==> src/rtl/aes_sbox_sched.sv <==
// ============================================================================
// Module   : aes_sbox_sched
// Purpose  : One 4-lane AES S-box bank shared between key expansion and
//            block SubBytes requesters; blocks run as four MSB-first beats.
// Revision : 1.0
// ============================================================================
`default_nettype none

module aes_sbox (
    input  logic [7:0] din,
    output logic [7:0] dout
);
    function automatic logic [7:0] gf_mul(input logic [7:0] a, input logic [7:0] b);
        logic [7:0] p;
        logic [7:0] x;
        p = 8'h00;
        x = a;
        for (int i = 0; i < 8; i++) begin
            if (b[i]) p = p ^ x;
            x = {x[6:0], 1'b0} ^ (x[7] ? 8'h1b : 8'h00);
        end
        return p;
    endfunction

    // Multiplicative inverse as x^254 = x^2 * x^4 * ... * x^128; maps 0 to 0.
    function automatic logic [7:0] gf_inv(input logic [7:0] a);
        logic [7:0] sq;
        logic [7:0] acc;
        sq  = a;
        acc = 8'h01;
        for (int k = 1; k < 8; k++) begin
            sq  = gf_mul(sq, sq);
            acc = gf_mul(acc, sq);
        end
        return acc;
    endfunction

    function automatic logic [7:0] affine(input logic [7:0] v);
        return v ^ {v[6:0], v[7]} ^ {v[5:0], v[7:6]} ^ {v[4:0], v[7:5]}
                 ^ {v[3:0], v[7:4]} ^ 8'h63;
    endfunction

    assign dout = affine(gf_inv(din));
endmodule

module aes_sbox_sched #(
    parameter int KEY_HAS_PRIORITY = 1
) (
    input  logic         clk,
    input  logic         reset,
    input  logic         key_req,
    input  logic [31:0]  key_word,
    output logic         key_ack,
    output logic [31:0]  key_result,
    input  logic         blk_req,
    input  logic [127:0] blk_data,
    output logic         blk_ack,
    output logic [127:0] blk_result,
    output logic         busy
);
    typedef enum logic [1:0] {
        IDLE = 2'd0,
        KEY  = 2'd1,
        BLK  = 2'd2
    } state_t;

    localparam bit c_key_pri = (KEY_HAS_PRIORITY != 0);

    state_t      r_state;
    logic [1:0]  r_beat;
    logic        r_last_key;
    logic        r_in_prog;

    logic        w_key_elig;
    logic        w_blk_elig;
    logic [31:0] w_blk_word;
    logic [31:0] w_lane_in;
    logic [31:0] w_lane_out;

    // A requester still seeing its own ack must not be granted again.
    assign w_key_elig = key_req & ~key_ack;
    assign w_blk_elig = blk_req & ~blk_ack;

    always_comb begin
        w_blk_word = blk_data[127:96];
        case (r_beat)
            2'd0:    w_blk_word = blk_data[127:96];
            2'd1:    w_blk_word = blk_data[95:64];
            2'd2:    w_blk_word = blk_data[63:32];
            default: w_blk_word = blk_data[31:0];
        endcase
    end

    assign w_lane_in = (r_state == KEY) ? key_word : w_blk_word;

    generate
        for (genvar i = 0; i < 4; i++) begin : g_lane
            aes_sbox u_sbox (
                .din  (w_lane_in[8*i +: 8]),
                .dout (w_lane_out[8*i +: 8])
            );
        end
    endgenerate

    assign busy = (r_state != IDLE);

    always_ff @(posedge clk or posedge reset) begin
        if (reset) begin
            r_state    <= IDLE;
            r_beat     <= 2'd0;
            r_last_key <= 1'b0;
            r_in_prog  <= 1'b0;
            key_ack    <= 1'b0;
            blk_ack    <= 1'b0;
            key_result <= 32'h0;
            blk_result <= 128'h0;
        end else begin
            key_ack <= 1'b0;
            blk_ack <= 1'b0;
            case (r_state)
                IDLE: begin
                    if (w_key_elig && (!w_blk_elig || c_key_pri || !r_last_key)) begin
                        r_state <= KEY;
                    end else if (w_blk_elig) begin
                        r_state   <= BLK;
                        r_beat    <= 2'd0;
                        r_in_prog <= 1'b1;
                    end
                end
                KEY: begin
                    key_result <= w_lane_out;
                    key_ack    <= 1'b1;
                    r_last_key <= 1'b1;
                    if (r_in_prog) begin
                        r_state <= BLK;
                    end else if (w_blk_elig) begin
                        r_state   <= BLK;
                        r_beat    <= 2'd0;
                        r_in_prog <= 1'b1;
                    end else begin
                        r_state <= IDLE;
                    end
                end
                BLK: begin
                    case (r_beat)
                        2'd0:    blk_result[127:96] <= w_lane_out;
                        2'd1:    blk_result[95:64]  <= w_lane_out;
                        2'd2:    blk_result[63:32]  <= w_lane_out;
                        default: blk_result[31:0]   <= w_lane_out;
                    endcase
                    if (r_beat == 2'd3) begin
                        blk_ack    <= 1'b1;
                        r_last_key <= 1'b0;
                        r_in_prog  <= 1'b0;
                        r_state    <= (c_key_pri && w_key_elig) ? KEY : IDLE;
                    end else begin
                        r_beat  <= r_beat + 2'd1;
                        r_state <= (c_key_pri && w_key_elig) ? KEY : BLK;
                    end
                end
                default: r_state <= IDLE;
            endcase
        end
    end
endmodule

`default_nettype wire

==> config.mk <==
export PLATFORM = sky130hd
export DESIGN_NAME = aes_sbox_sched
export DESIGN_NICKNAME = d
export VERILOG_FILES = /design/src/rtl/aes_sbox_sched.sv
export SDC_FILE = /design/constraint.sdc
export NUM_CORES = 2
export LEC_CHECK = 0
export CAP_MARGIN = 20
export CORE_MARGIN = 3
export CORE_UTILIZATION = 55
export CTS_CLUSTER_DIAMETER = 150
export DETAILED_ROUTE_END_ITERATION = 8
export PLACE_DENSITY = 0.74
export REMOVE_ABC_BUFFERS = 1
export SLEW_MARGIN = 0
export SYNTH_ARGS = -nofsm -noshare
export SYNTH_HDL_FRONTEND = slang
export SYNTH_SLANG_ARGS = --single-unit
export TNS_END_PERCENT = 5
==> constraint.sdc <==
create_clock -name clk -period 23.7 [get_ports clk]
set_input_delay 4.74 -clock clk [delete_from_list [all_inputs] [get_ports clk]]
set_output_delay 4.74 -clock clk [all_outputs]
set_load 0.005 [all_outputs]
* Yosys cells after proc, flatten, opt, wreduce, memory -nomap -nowiden
Cells that the tools add are included. Widths: inputs -> output; s select.
Word-level totals: flip-flop bits (word level) 167, bits of input ports 164, output and inout port bits 163, word-level logic and storage cells 1650
Cells by class: add/subtract/negate cells 1, equal/unequal tests 11, multiplexer cells 836, bitwise logic cells 781, reduce and logical (&&, ||, !) cells 11
Operator list (count):
- $xor 8x8->8 | 744
- $mux 8 | 420
- $mux 5 | 368
- $pmux 32 s3 | 1
- $mux 32 | 1
- $mux 2 | 14
- $mux 7 | 4
- $not 1->1 const A | 28
- $mux 6 | 4
- $mux 4 | 4
- $not 4->4 | 4
- $mux 1 | 13
- $mux 3 | 4
- $pmux 2 s3 | 2
- $ne 2x2->1 const B | 5
- $reduce_and 2->1 | 4
- $reduce_and 4->1 | 2
- $eq 2x2->1 const B | 3
- $eq 2x1->1 const B | 2
- $logic_not 2->1 | 2
- $ne 3x3->1 const B | 1
- $not 1->1 | 3
- $pmux 1 s3 | 1
- $reduce_bool 3->1 | 1
- 4 further kinds | 5

* Longest topological paths before layout
depth after elaboration 135, depth in mapped cells 81

* Hierarchy
From an unflattened synthesis, not the netlist that was laid out.
Second synthesis, totals: cells, all modules 8303, area, all modules 68365.6 sq um
By module, submodules not included:
- aes_sbox | times used 4, cells each 1942, area an instance 15220.8 sq um, seq. area each 0.0 sq um
- aes_sbox_sched | times used 1, cells each 535, area an instance 7482.2 sq um, seq. area each 4179.0 sq um

* Least setup slack after synthesis
No wires, ideal clock.
path kind input port to flip-flop, start input blk_data[87], end register blk_result[116], library setup time 0.133 ns, arrival 21.473 ns, data required time 23.567 ns, path slack 2.094 ns, stages 71, buffers on the path 13, cell sequence a222oi_1 a21oi_1 mux2i_4 inv_2 buf_2 ha_1 inv_1 a2111oi_0 nor2_1 xor2_1 inv_1 clkbuf_1 buf_1 ha_1 clkbuf_1 nand2_1 xor2_1 xnor2_1 (+35 left out) mux2_2 nor2_1 xnor2_1 mux4_2 xor2_1 buf_2 buf_2 mux2i_1 nand2_1 a222oi_1 xnor2_1 mux4_2 xor2_1 nor2_1 xnor3_1 xnor3_1 xnor2_1 o21ai_1
Between the ends: longest elaborated chain between the ends 130, elaborated cells on any way between the ends 387, classes of those cells mux (201); bitwise (186)
Ends and longest elaborated chain:
- start: declaration | RTL line 56 | input logic [127:0] blk_data,
- $pmux 32 s3 (*) | RTL line 86 | case (r_beat)
- $mux 32 (*) | RTL line 94 | assign w_lane_in = (r_state == KEY) ? key_word : w_blk_word;
- $mux 5 / $mux 8 (equally long branches) | RTL line 20, 19
- $xor 8x8->8, on equally long branches | RTL line 20, 19
- $xor 8x8->8 / $mux 8 (equally long branches) | RTL line 19 | if (b[i]) p = p ^ x;
- $mux 8 / $xor 8x8->8 (equally long branches) | RTL line 19
- $xor 8x8->8 / $mux 8 (equally long branches) | RTL line 19
- $mux 8 / $xor 8x8->8 (equally long branches) | RTL line 19
- (+112 left out)
- $xor 8x8->8 | RTL line 19
- $mux 8 | RTL line 19
- $xor 8x8->8 | RTL line 19
- $mux 8 | RTL line 19
- $xor 8x8->8 | RTL line 19
- $mux 8 (*) | RTL line 19
- $xor 8x8->8 (3 in a row) | RTL line 39 | return v ^ {v[6:0], v[7]} ^ {v[5:0], v[7:6]} ^ {v[4:0], v[7:5]}
- $xor 8x8->8 (*) | RTL line 40 | ^ {v[3:0], v[7:4]} ^ 8'h63;
- end signal: assignment | RTL line 146 | 2'd0: blk_result[127:96] <= w_lane_out;
- end: declaration | RTL line 58 | output logic [127:0] blk_result,
Mark *: on every way between the ends. The rest lies on a longest branch, timed or not. A chain may end at the register's enable or synchronous reset.

* Worst setup path in the final report
start input blk_data[71], end register blk_result[98]
The elaborated chain is that of the path after synthesis.

==> run_results.csv <==
group,metric,value,unit
critical_path,critPathArrivalTime,22890,ps
synthesis,syn-cell-area,65470,um^2
clock_network,cts_made_buffers,17,
finish,syn_to_final_growth,8.283,%
drt,drc,0,
placement,place_congestion,0.9567,
placement,dp_hpwl,142200,um
hold_path,min_from,"blk_result[99]",
synthesis,synth_compound_area_share,19.92,%
sta,max_slew_margin,27.25,%
synthesis,muxShareOfSynthArea,3.861,%
synthesis,synth_xor_area_share,44.09,%
drt,avgViaCountPerCell,6.197,
grt,gr-total-overflow,0,
critical_path,crit_buf_inv,5,
clock_network,cts_hold_buffers,0,
drt,vias,62990,
synthesis,synthCells,8565,
finish,final_cell_mix,"1464 x xnor2_1, 1196 x nor2_1, 939 x nand2_1",
finish,final_nets,8822,
critical_path,critPathSlowestCell,"or4_1",
synthesis,yosysWarnings,0,
critical_path,endpoint_kind,"flip-flop",
clock_network,cts_buffer_depth,2,
critical_path,required,24000,ps
critical_path,path_max_fanout,14,
hold_path,hold_depth,2,
synthesis,synth_edf_count,0,
synthesis,synth.ff_latch_count,167,
die,start_util,55.88,%
clock_network,clk_latency,480,ps
sta,setup_violations,0,
finish,antenna_cells,0,
die,die_w,351.0,um
synthesis,synthAdderAreaFrac,0.6116,%
synthesis,synth_cell_types,140,
drt,finalWirelength,192600,um
critical_path,critPathLaunchType,"input pin",
die,die_y,351.0,um
sta,min_period_over_period,95.29,%
sta,min_period,22580,ps
sta,fmax,0.04428,GHz
finish,drive_above_1_share,9.330,%
critical_path,cp_top_family,"XOR/XNOR gates",
sta,fin_worst_skew,42.07,ps
critical_path,rr_startpoint,"r_beat[1]",
drt,drt-met1-wl,81710,um
synthesis,synthFlopType,"dfrtp_1",
drt,drt-initial-drc-count,6853,
grt,first_global_vias,59970,
drt,avgRoutedWirePerCell,18.95,um
drt,wl_met2,92210,um
placement,io_buffers,326,
clock_network,cts.clk_slew.worst_paths,90,ps
sta,hold_slack,480.9,ps
critical_path,r2r_end,"blk_result[125]",
critical_path,criticalPathCategory,"in -> reg",
hold_path,hold_end,"blk_result[99]",
drt,met3WireLength,12900,um
clock_network,htree_levels,4,
drt,drtPass1Iterations,8,
grt,track_usage,30.10,%
clock_network,cts_root_buf,"clkbuf_16",
critical_path,reg2reg_depth,63,
grt,grt_max_degree,106,
synthesis,async_flop_share,100.0,%
synthesis,synth_top_family_by_area,"XOR/XNOR gates",
grt,grt_pass1_wl,313700,um
sta,timing.final.ws_setup,1116,ps
die,core_area,117100,um^2
die,dieArea,123200,um^2
sta,worst_pin_slew,1083,ps
synthesis,yosysSeqAreaShare,6.384,%
finish,final_common_cell,"xnor2_1",
sta,report.final.slew_viol_count,0,
critical_path,max_stage_delay,640,ps
drt,top_layer_used,"met4",
die,row_count,125,
synthesis,yosys.area_share.simple,20.05,%
clock_network,clock_sinks,167,
sta,rsz0062_at_grt,"no",
run,maxCapViolCount,0,
sta,hold_viol,0,
clock_network,cts_tree,"built",
die,io_pins,327,
synthesis,postSynthAreaPerCell,7.643,um^2
status,status,"finished clean",
critical_path,rrSetupSlack,4660,ps
hold_path,min_path_type,"reg -> reg",
placement,pre_cts_ws,596.9,ps
grt,antenna_found_initial,0,
drt,ant_nets,0,
==> worst min-delay path, cell delays in order (launching register included) <==
cell	delay, ps
dfrtp_1	340
nand2_1	40
o21ai_0	60
==> synthesized netlist by cell type, drive strengths merged (32+ instances only) <==
master	instances	area share [%]
a211oi	117	1.6
mux2	37	0.64
a22oi	70	0.83
nor2b	66	0.63
nor3	197	1.6
clkbuf	315	1.8
xnor3	342	12
and2	83	0.80
nand2b	50	0.49
a21o	35	0.40
nor2	1212	7.0
o211ai	89	1.0
or2	41	0.39
ha	32	0.61
xnor2	1650	24
o22ai	89	0.86
buf	250	2.4
or3	45	0.43
nor4	35	0.35
xor2	447	6.6
and3	42	0.40
a21oi	460	3.5
xor3	35	1.3
a31oi	81	0.78
nand3	176	1.4
nand2	949	5.5
dfrtp	167	6.4
o21ai	556	4.3
mux2i	196	3.0
a221oi	42	0.61
a211o	45	0.60
inv	101	0.59
==> sequential cells by signal, indices dropped and copies added (netlist names) <==
| register | cells |
|---|---|
| key_result | 32 |
| r_beat | 2 |
| blk_ack | 1 |
| blk_result | 128 |
| r_state | 2 |
| key_ack | 1 |
| r_in_prog | 1 |
==> logic make-up after synthesis <==
family | Yosys count
buffers and inverters | 686
muxes | 238
and+or+nand+nor | 2993
DFF | 167
AOI/OAI and AO/OA | 1975
adders and majority gates | 32
xor gates and xnor gates | 2474
==> repair_timing <==
action | CTS | global route
endpoints found under the hold margin | 0 | 0
gates resized for setup | 0 | 9
buffers inserted | 0 | 0
endpoints found under the setup margin | 0 | 39
==> per-layer routing <==
layer  global-route usage (%)  up-vias
met5                        0        -
met4                    9.645        0
met3                    2.399      360
met2                    50.95     2631
met1                    40.68    30090
li1                         -    29910
==> worst max-delay path by stage <==
stage / end / cells after the start / startpoint / slack (ps)
after floorplan: blk_result[49] / 58 / blk_data[87] / -860
after detailed placement: blk_result[38] / 59 / blk_data[71] / 600
after global placement: blk_result[38] / 55 / blk_data[39] / 1060
after global routing: blk_result[106] / 62 / blk_data[79] / 20
after CTS: blk_result[38] / 59 / blk_data[71] / 1000
final: blk_result[98] / 59 / blk_data[71] / 1120
==> metrics by stage <==
| stage | utilization, % | cell area, um^2 | TNS (ps) | std cells |
|---|---|---|---|---|
| 3_5_place_dp | 59.92 | 70190 | 0 | 10130 |
| 2_1_floorplan | - | 62560 | -37460 | 7989 |
| 5_1_grt | 60.51 | 70890 | 0 | 10160 |
| 3_3_place_gp | 59.91 | 70180 | 0 | 10130 |
| 4_1_cts | 60.41 | 70770 | 0 | 10160 |
| 6_report | 60.51 | 70890 | 0 | 10160 |
==> final cells by class <==
cell class / instances / area, um^2
multi-input cells: 7712 / 58300
fillers: 10460 / 46260
repair buffers: 618 / 5488
flip-flops and latches: 167 / 4179
well taps: 1524 / 1907
clock buffers: 17 / 425.4
inverters: 110 / 425.4
clock inverters: 15 / 158.9
Power is not shown: default switching activity piles up to over one toggle a cycle in this logic, so the estimate is an artifact.
